<file path="src/rtl/uart_mmio.sv">
// uart_mmio: memory-mapped 8N1 UART (TXD/RXD/CON registers) with a level interrupt.
module uart_mmio #(
  parameter int          BAUD_DIV  = 5208,
  parameter logic [31:0] BASE_ADDR = 32'h40000018
) (
  input  logic        clk,
  input  logic        reset,
  input  logic [31:0] addr,
  input  logic [31:0] wdata,
  input  logic        rd,
  input  logic        wr,
  output logic [31:0] rdata,
  input  logic        uart_rx,
  output logic        uart_tx,
  output logic        irq
);
  localparam int CW   = $clog2(BAUD_DIV);
  localparam int HALF = BAUD_DIV / 2;
  typedef enum logic [1:0] {IDLE, START, DATA, STOP} st_t;
  st_t tx_st, tx_st_n, rx_st, rx_st_n;
  logic [CW-1:0] tx_cnt, tx_cnt_n, rx_cnt, rx_cnt_n;
  logic [2:0] tx_bit, tx_bit_n, rx_bit, rx_bit_n, rx_sync;
  logic [7:0] tx_sh, tx_sh_n, rx_sh, rx_sh_n, txd, rxd;
  logic [1:0] en;
  logic tx_done, rx_ready, frame_err, overrun, tx_busy, tx_line, tx_fin, rx_ok, rx_bad;
  logic sel_txd, sel_rxd, sel_con, tx_start, rx_s, rx_fall, tx_last, rx_last;
  logic [6:0] con;
  logic unused;
  assign unused   = ^{wdata[31:8], addr[1:0]};
  assign sel_txd  = addr[31:2] == BASE_ADDR[31:2];
  assign sel_rxd  = addr[31:2] == BASE_ADDR[31:2] + 30'd1;
  assign sel_con  = addr[31:2] == BASE_ADDR[31:2] + 30'd2;
  assign tx_busy  = tx_st != IDLE;
  assign tx_start = wr & sel_txd & ~tx_busy;
  assign con      = {overrun, frame_err, tx_busy, rx_ready, tx_done, en};
  // rx_sync[1] is the synchronized line; rx_sync[2] is its previous value for edge detection
  assign rx_s     = rx_sync[1];
  assign rx_fall  = rx_sync[2] & ~rx_sync[1];
  assign tx_last  = tx_cnt == CW'(BAUD_DIV - 1);
  assign rx_last  = rx_cnt == CW'(BAUD_DIV - 1);
  always_comb begin
    rdata = !rd ? 32'h0 : sel_txd ? {24'h0, txd} : sel_rxd ? {24'h0, rxd} : sel_con ? {25'h0, con} : 32'h0;
  end
  always_comb begin
    tx_st_n  = tx_st;
    tx_cnt_n = tx_last ? '0 : tx_cnt + CW'(1);
    tx_bit_n = tx_bit;
    tx_sh_n  = tx_sh;
    tx_fin   = 1'b0;
    case (tx_st)
      IDLE: begin
        tx_cnt_n = '0;
        if (tx_start) begin
          tx_st_n = START;
          tx_sh_n = wdata[7:0];
        end
      end
      START: if (tx_last) begin
        tx_st_n  = DATA;
        tx_bit_n = '0;
      end
      DATA: if (tx_last) begin
        tx_sh_n  = tx_sh >> 1;
        tx_bit_n = tx_bit + 3'd1;
        tx_st_n  = tx_bit == 3'd7 ? STOP : DATA;
      end
      STOP: if (tx_last) begin
        tx_st_n = IDLE;
        tx_fin  = 1'b1;
      end
    endcase
    // the line register follows the next state so each level lasts exactly BAUD_DIV cycles
    tx_line = tx_st_n == START ? 1'b0 : tx_st_n == DATA ? tx_sh_n[0] : 1'b1;
  end
  always_comb begin
    rx_st_n  = rx_st;
    rx_cnt_n = rx_cnt + CW'(1);
    rx_bit_n = rx_bit;
    rx_sh_n  = rx_sh;
    rx_ok    = 1'b0;
    rx_bad   = 1'b0;
    case (rx_st)
      IDLE: begin
        rx_cnt_n = '0;
        rx_st_n  = rx_fall ? START : IDLE;
      end
      START: if (rx_cnt == CW'(HALF - 1)) begin
        rx_cnt_n = '0;
        rx_bit_n = '0;
        rx_st_n  = rx_s ? IDLE : DATA;
      end
      DATA: if (rx_last) begin
        rx_cnt_n = '0;
        rx_sh_n  = {rx_s, rx_sh[7:1]};
        rx_bit_n = rx_bit + 3'd1;
        rx_st_n  = rx_bit == 3'd7 ? STOP : DATA;
      end
      STOP: if (rx_last) begin
        rx_cnt_n = '0;
        rx_st_n  = IDLE;
        rx_ok    = rx_s;
        rx_bad   = ~rx_s;
      end
    endcase
  end
  always_ff @(posedge clk) begin
    if (reset) begin
      tx_st     <= IDLE;
      tx_cnt    <= '0;
      tx_bit    <= '0;
      tx_sh     <= '0;
      uart_tx   <= 1'b1;
      rx_st     <= IDLE;
      rx_cnt    <= '0;
      rx_bit    <= '0;
      rx_sh     <= '0;
      rx_sync   <= 3'b111;
      txd       <= '0;
      rxd       <= '0;
      en        <= '0;
      tx_done   <= 1'b0;
      rx_ready  <= 1'b0;
      frame_err <= 1'b0;
      overrun   <= 1'b0;
      irq       <= 1'b0;
    end else begin
      tx_st     <= tx_st_n;
      tx_cnt    <= tx_cnt_n;
      tx_bit    <= tx_bit_n;
      tx_sh     <= tx_sh_n;
      uart_tx   <= tx_line;
      rx_st     <= rx_st_n;
      rx_cnt    <= rx_cnt_n;
      rx_bit    <= rx_bit_n;
      rx_sh     <= rx_sh_n;
      rx_sync   <= {rx_sync[1:0], uart_rx};
      txd       <= tx_start ? wdata[7:0] : txd;
      rxd       <= rx_ok ? rx_sh : rxd;
      en        <= wr & sel_con ? wdata[1:0] : en;
      tx_done   <= tx_fin | (tx_done & ~(rd & sel_con));
      rx_ready  <= rx_ok | (rx_ready & ~(rd & sel_rxd));
      frame_err <= rx_bad | (frame_err & ~(rd & sel_con));
      overrun   <= (rx_ok & rx_ready) | (overrun & ~(rd & sel_con));
      irq       <= (en[0] & tx_done) | (en[1] & rx_ready);
    end
  end
endmodule

</file>
<file path="config.mk">
export PLATFORM = sky130hd
export DESIGN_NAME = uart_mmio
export DESIGN_NICKNAME = d
export VERILOG_FILES = /design/src/rtl/uart_mmio.sv
export SDC_FILE = /design/constraint.sdc
export NUM_CORES = 1
export LEC_CHECK = 0
export ABC_AREA = 0
export BUFFER_PORTS_ARGS = -buffer_cell sky130_fd_sc_hd__buf_2
export CORE_ASPECT_RATIO = 2
export CORE_MARGIN = 2
export CORE_UTILIZATION = 52
export CTS_CLUSTER_SIZE = 14
export DETAILED_ROUTE_END_ITERATION = 10
export HOLD_SLACK_MARGIN = 0.1
export PLACE_DENSITY = 0.81
export SYNTH_ARGS = -nofsm -noshare
export SYNTH_HDL_FRONTEND = slang
export SYNTH_SLANG_ARGS = --single-unit
</file>
<file path="constraint.sdc">
create_clock -name clk -period 2.3 [get_ports clk]
set_input_delay 0.115 -clock clk [delete_from_list [all_inputs] [get_ports clk]]
set_output_delay 0.115 -clock clk [all_outputs]
set_load 0.02 [all_outputs]
</file>
* Word-level counts from Yosys, hierarchy flattened
Cells that the tools add are included.
** Storage, ports and cells
- Register bits :: 79
- Bits of input ports :: 69
- Output and inout port bits :: 34
** Cells by class
- Add/sub/neg operators :: 4
- Equality and inequality tests :: 22
- Mux-type cells :: 37
- Bitwise gates (word level) :: 22
- Reductions and logical operators :: 13
** Operators with widths (count)
- $eq 30x29->1 const B :: 3
- $mux 8 :: 5
- $pmux 13 s3 :: 1
- $add 13x1->13 const B :: 2
- $eq 13x13->1 const B :: 2
- $mux 13 :: 2
- $mux 2 :: 8
- $pmux 2 s4 :: 2
- $pmux 8 s2 :: 1
- $and 1x1->1 :: 13
- $eq 13x12->1 const B :: 1
- $mux 3 :: 4
- $ne 2x2->1 const B :: 6
- $pmux 3 s2 :: 2
- $reduce_and 3->1 :: 4
- $mux 1 :: 11
- $eq 2x2->1 const B :: 5
- $reduce_bool 2->1 :: 4
- $mux 7 :: 1
- $add 3x1->3 const B :: 2
- $eq 2x1->1 const B :: 3
- $eq 3x3->1 const B :: 2
- $or 1x1->1 :: 5
- $logic_not 2->1 :: 2
- other kinds (4) :: 7

* Longest topological paths before layout
- Word-level depth :: 8
- Depth in mapped cells :: 7

* Worst setup path before layout
OpenSTA, ideal clock, no wires.
- Kind :: register to register
- Start :: reg rx_cnt[3]
- End :: reg rx_sh[0]
- Arrival :: 1.803 ns
- Path slack :: 0.369 ns
- Stages on the path, launching flop included :: 7
- Path buffers :: 1
- Period minus slack after synthesis :: 1.931 ns
- Cell sequence :: dfxtp_1 or4b_1 nor4_2 nor2b_1 buf_4 mux2i_1 nor2_1
** Between the ends
- Longest elaborated chain between the ends :: 2
** Ends and longest elaborated chain
- from (decl) :: RTL line 21 : logic [CW-1:0] tx_cnt, tx_cnt_n, rx_cnt, rx_cnt_n;
- from (signal assigned) :: RTL line 133 : rx_cnt <= rx_cnt_n;
- $eq 13x13->1 :: RTL line 40 : assign rx_last = rx_cnt == CW'(BAUD_DIV - 1);
- $reduce_and 2->1 (no line)
- to (signal assigned) :: RTL line 135 : rx_sh <= rx_sh_n;
- to (decl) :: RTL line 23 : logic [7:0] tx_sh, tx_sh_n, rx_sh, rx_sh_n, txd, rxd;
No other way between the ends.
A chain may end at the register's enable or synchronous reset.

* Worst setup path in the final report
- Start :: reg rx_cnt[0]
- End :: reg rx_sh[4]
The elaborated chain is that of the path after synthesis.

==> flow_metrics.py <==
metrics = {
    "outcome": {
        "outcome": "finished, final reports clean",
    },
    "timing": {
        "final.period_utilization": 0.910,
        "final.setup_skew_ps": 4.29,
        "worst-slew-pin-transition_ps": 734,
        "setup_repair_after_global_routing_missed_its_margin": "false",
        "period_minus_slack_ps": 2090,
        "max_freq_ghz": 0.478,
        "report.final.setup_viol": 0,
        "maxSlewHeadroom": 0.511,
        "hold_viol_final": 0,
        "report.final.slew_viol_count": 0,
        "timing.setup.tns_ps": 0,
    },
    "pwr": {
        "power.share.switching": 0.199,
        "p_leak_uw": 0.00168,
        "pwr_density_cell_mw_per_mm2": 692,
        "share_seq_of_total_power": 0.443,
        "power.ir.vdd_worst_mv": 0.568,
        "comb_power_share": 0.046,
        "power.switching_uw": 622,
        "power.internal_uw": 2500,
        "p_clk_frac": 0.511,
    },
    "cells_and_area": {
        "diodes": 0,
        "nFillCells": 602,
        "layout.cells.non_filler": 606,
        "drive_gt1_frac": 0.181,
        "layout.nets": 584,
        "layout-area-overhead-vs-synth_pct": 19.7,
    },
    "critical_path": {
        "worst-r2r-setup-slack_ps": 210,
        "start_kind": "flop",
        "setup.worst_path.class": "reg2reg",
        "critical_path.reg2reg.startpoint": "rx_cnt[0]",
        "end_kind": "flop",
        "worstReg2RegEnd": "rx_sh[4]",
        "cp_max_fanout": 11,
        "worst-r2r-cell-count": 7,
        "cp_data_required_time_ps": 2510,
        "arrival_ps": 2310,
        "crit_start": "rx_cnt[0]",
    },
    "logic_synthesis": {
        "synth_top_family_by_area": "simple AND/OR/NAND/NOR gates",
        "share_of_cell_area_taken_by_muxes_after_synthesis": 0.0613,
        "ys_ff_latch": 79,
        "synth-adder-area-share": 0.0199,
        "synth_compound_area_frac": 0.107,
        "synthXorXnorAreaFrac": 0.0487,
        "ys_top_cells_by_area": "sky130_fd_sc_hd__dfxtp_1, sky130_fd_sc_hd__mux2i_1, sky130_fd_sc_hd__nor2_1, sky130_fd_sc_hd__nand2_1, sky130_fd_sc_hd__buf_4",
        "synth_largest_area_cell": "sky130_fd_sc_hd__dfxtp_1",
        "synthArstFlopShare": 0,
        "netlist_area_before_placement_sq_mm": 0.00377,
        "number_of_enable_flip_flop_cells_after_synthesis": 0,
        "synth_simple_gate_area_share": 0.253,
        "ys.flop_type": "sky130_fd_sc_hd__dfxtp_1",
        "yosys.area.top_type_share": 0.419,
        "synth_common_cells": "sky130_fd_sc_hd__dfxtp_1, sky130_fd_sc_hd__nor2_1, sky130_fd_sc_hd__nand2_1",
        "ys_warn_count": 0,
        "synth_area_per_cell_sq_um": 8.48,
        "synthMostInstantiatedCell": "sky130_fd_sc_hd__dfxtp_1",
        "yosysSeqAreaShare": 0.419,
        "yosysUniqueCellTypes": 52,
        "syn_inst": 445,
    },
    "hold_path": {
        "hold_path_class": "in2reg",
        "worst_hold_startpoint": "wdata[3]",
        "min_to": "txd[3]",
        "min_path_cells": 3,
    },
    "clocking": {
        "tritoncts": "yes",
        "cts.root.buffer_cell": "sky130_fd_sc_hd__clkbuf_16",
        "clk_pin_slew_ps": 60,
        "h-tree-depth": 3,
        "clock_sink_count": 79,
        "clock_tree_buf_depth": 2,
        "insertion_delay_ps": 340,
        "cts_setup_buffers": 0,
        "cts-buffers-inserted": 9,
    },
    "route": {
        "met2_length_microns": 4180,
        "route.antenna.remaining_nets": 0,
        "drt_drc_violations_left": 0,
        "wl_met1_microns": 3540,
        "routed.top_layer": "met4",
        "dr_total_vias": 3228,
        "drt_pre_antenna_iters": 4,
        "drt_iter0_drc": 299,
        "drt-wirelength-per-cell_microns": 13.7,
        "met3_wirelength_microns": 399,
        "viasPerCell": 5.33,
        "wirelength_microns": 8270,
    },
    "place": {
        "place_inst": 582,
        "globalplace.congestion": 0.847,
        "place_hpwl_microns": 5510,
        "io_buffer_count": 52,
    },
    "die": {
        "num_rows": 44,
        "die_y_microns": 124,
        "dieArea_sq_mm": 0.00800,
        "starting_density_of_the_core": 0.527,
        "core-area_sq_mm": 0.00716,
        "io-pin-count": 103,
        "dieWidth_microns": 64.2,
    },
    "global_route": {
        "globalRoute.totalOverflow": 0,
        "first_global_vias": 3028,
        "grt_start_max_net_pins": 39,
        "track_usage": 0.218,
        "antenna_found_initial": 0,
        "grt_first_pass_wirelength_microns": 13700,
    },
    "run": {
        "max_capacitance_violation_count": 0,
    },
}
[timing repair]
item	in CTS	in global routing
resized for setup	0	1
hold endpoints to repair	15	0
endpoints found under the setup margin	0	15
hold buffers	8	0
[final cells by class]
cell class	instances	area, sq um	share of cell area
well taps	92	115	0.0255
clock buffers	14	284	0.0629
flip-flops and latches	79	1580	0.350
repair buffers	73	450	0.0997
multi-input cells	325	1950	0.431
inverters	21	78.8	0.0175
clock inverters	2	60.1	0.0133
[per-stage QoR]
stage,setup WS (ps),util,cell area [sq um],total power [uW],hold WS [ps]
floorplan,369,-,3860,1530,219
global placement,224,0.571,4080,1540,300
detailed placement,163,0.571,4080,1550,301
CTS,137,0.630,4510,3140,101
global route,2.67,0.631,4520,3230,112
finish,207,0.631,4520,3130,112
[power by group through the flow]
stage          logic [uW]  clock network (uW)  registers [uW]
2_1_floorplan         116                   0            1410
3_3_place_gp          129                   0            1410
3_5_place_dp          131                   0            1410
4_1_cts               141                1620            1380
5_1_grt               157                1680            1390
6_report              143                1600            1380
[how the worst max path moves through the flow]
stage | cells past startpoint | end | slack, ps
final | 7 | rx_sh[4] | 210
after floorplan | 6 | rx_sh[0] | 370
after CTS | 7 | rx_sh[4] | 140
after global placement | 7 | rx_sh[3] | 220
after detailed placement | 7 | rx_sh[4] | 160
after global routing | 7 | rx_sh[1] | 3
[kinds of logic after synthesis]
kind of cell | after synthesis
other cells | 1
mux | 23
xor+xnor | 21
flops | 79
simple gates | 185
buf+inv | 64
fa+ha+maj | 6
compound gates | 66
[flip-flops by register name, summed over array words and instances (netlist names), 2 cells and up, named ones only]
name     count
rxd          8
en           2
tx_st        2
rx_bit       3
tx_sh        8
tx_bit       3
rx_sync      3
rx_cnt      13
txd          8
tx_cnt      13
rx_sh        8
[per-layer routing]
metal | GRT usage | up-vias
li1 | - | 1612
met1 | 0.254 | 1515
met2 | 0.373 | 89
met3 | 0.0614 | 12
met4 | 0.0776 | 0
met5 | 0 | -
[placed cells by master, fill, tap and decap left out, types with 10 or more instances in the layout]
| master | n |
|---|---|
| sky130_fd_sc_hd__buf_4 | 12 |
| sky130_fd_sc_hd__dfxtp_1 | 79 |
| sky130_fd_sc_hd__inv_1 | 21 |
| sky130_fd_sc_hd__buf_2 | 52 |
| sky130_fd_sc_hd__nand3_1 | 12 |
| sky130_fd_sc_hd__mux2i_1 | 22 |
| sky130_fd_sc_hd__conb_1 | 24 |
| sky130_fd_sc_hd__a21oi_1 | 31 |
| sky130_fd_sc_hd__xnor2_1 | 11 |
| sky130_fd_sc_hd__xor2_1 | 10 |
| sky130_fd_sc_hd__nand2_1 | 53 |
| sky130_fd_sc_hd__nor2_1 | 58 |
[critical path: stages (launching register included)]
cell and delay, ps:
sky130_fd_sc_hd__dfxtp_1 350, sky130_fd_sc_hd__ha_1 260, sky130_fd_sc_hd__or4bb_1 460, sky130_fd_sc_hd__nor4_4 230
sky130_fd_sc_hd__nor2b_1 170, sky130_fd_sc_hd__buf_4 230, sky130_fd_sc_hd__mux2i_1 210, sky130_fd_sc_hd__nor2_1 50
Power figures use the tool's default switching activity.
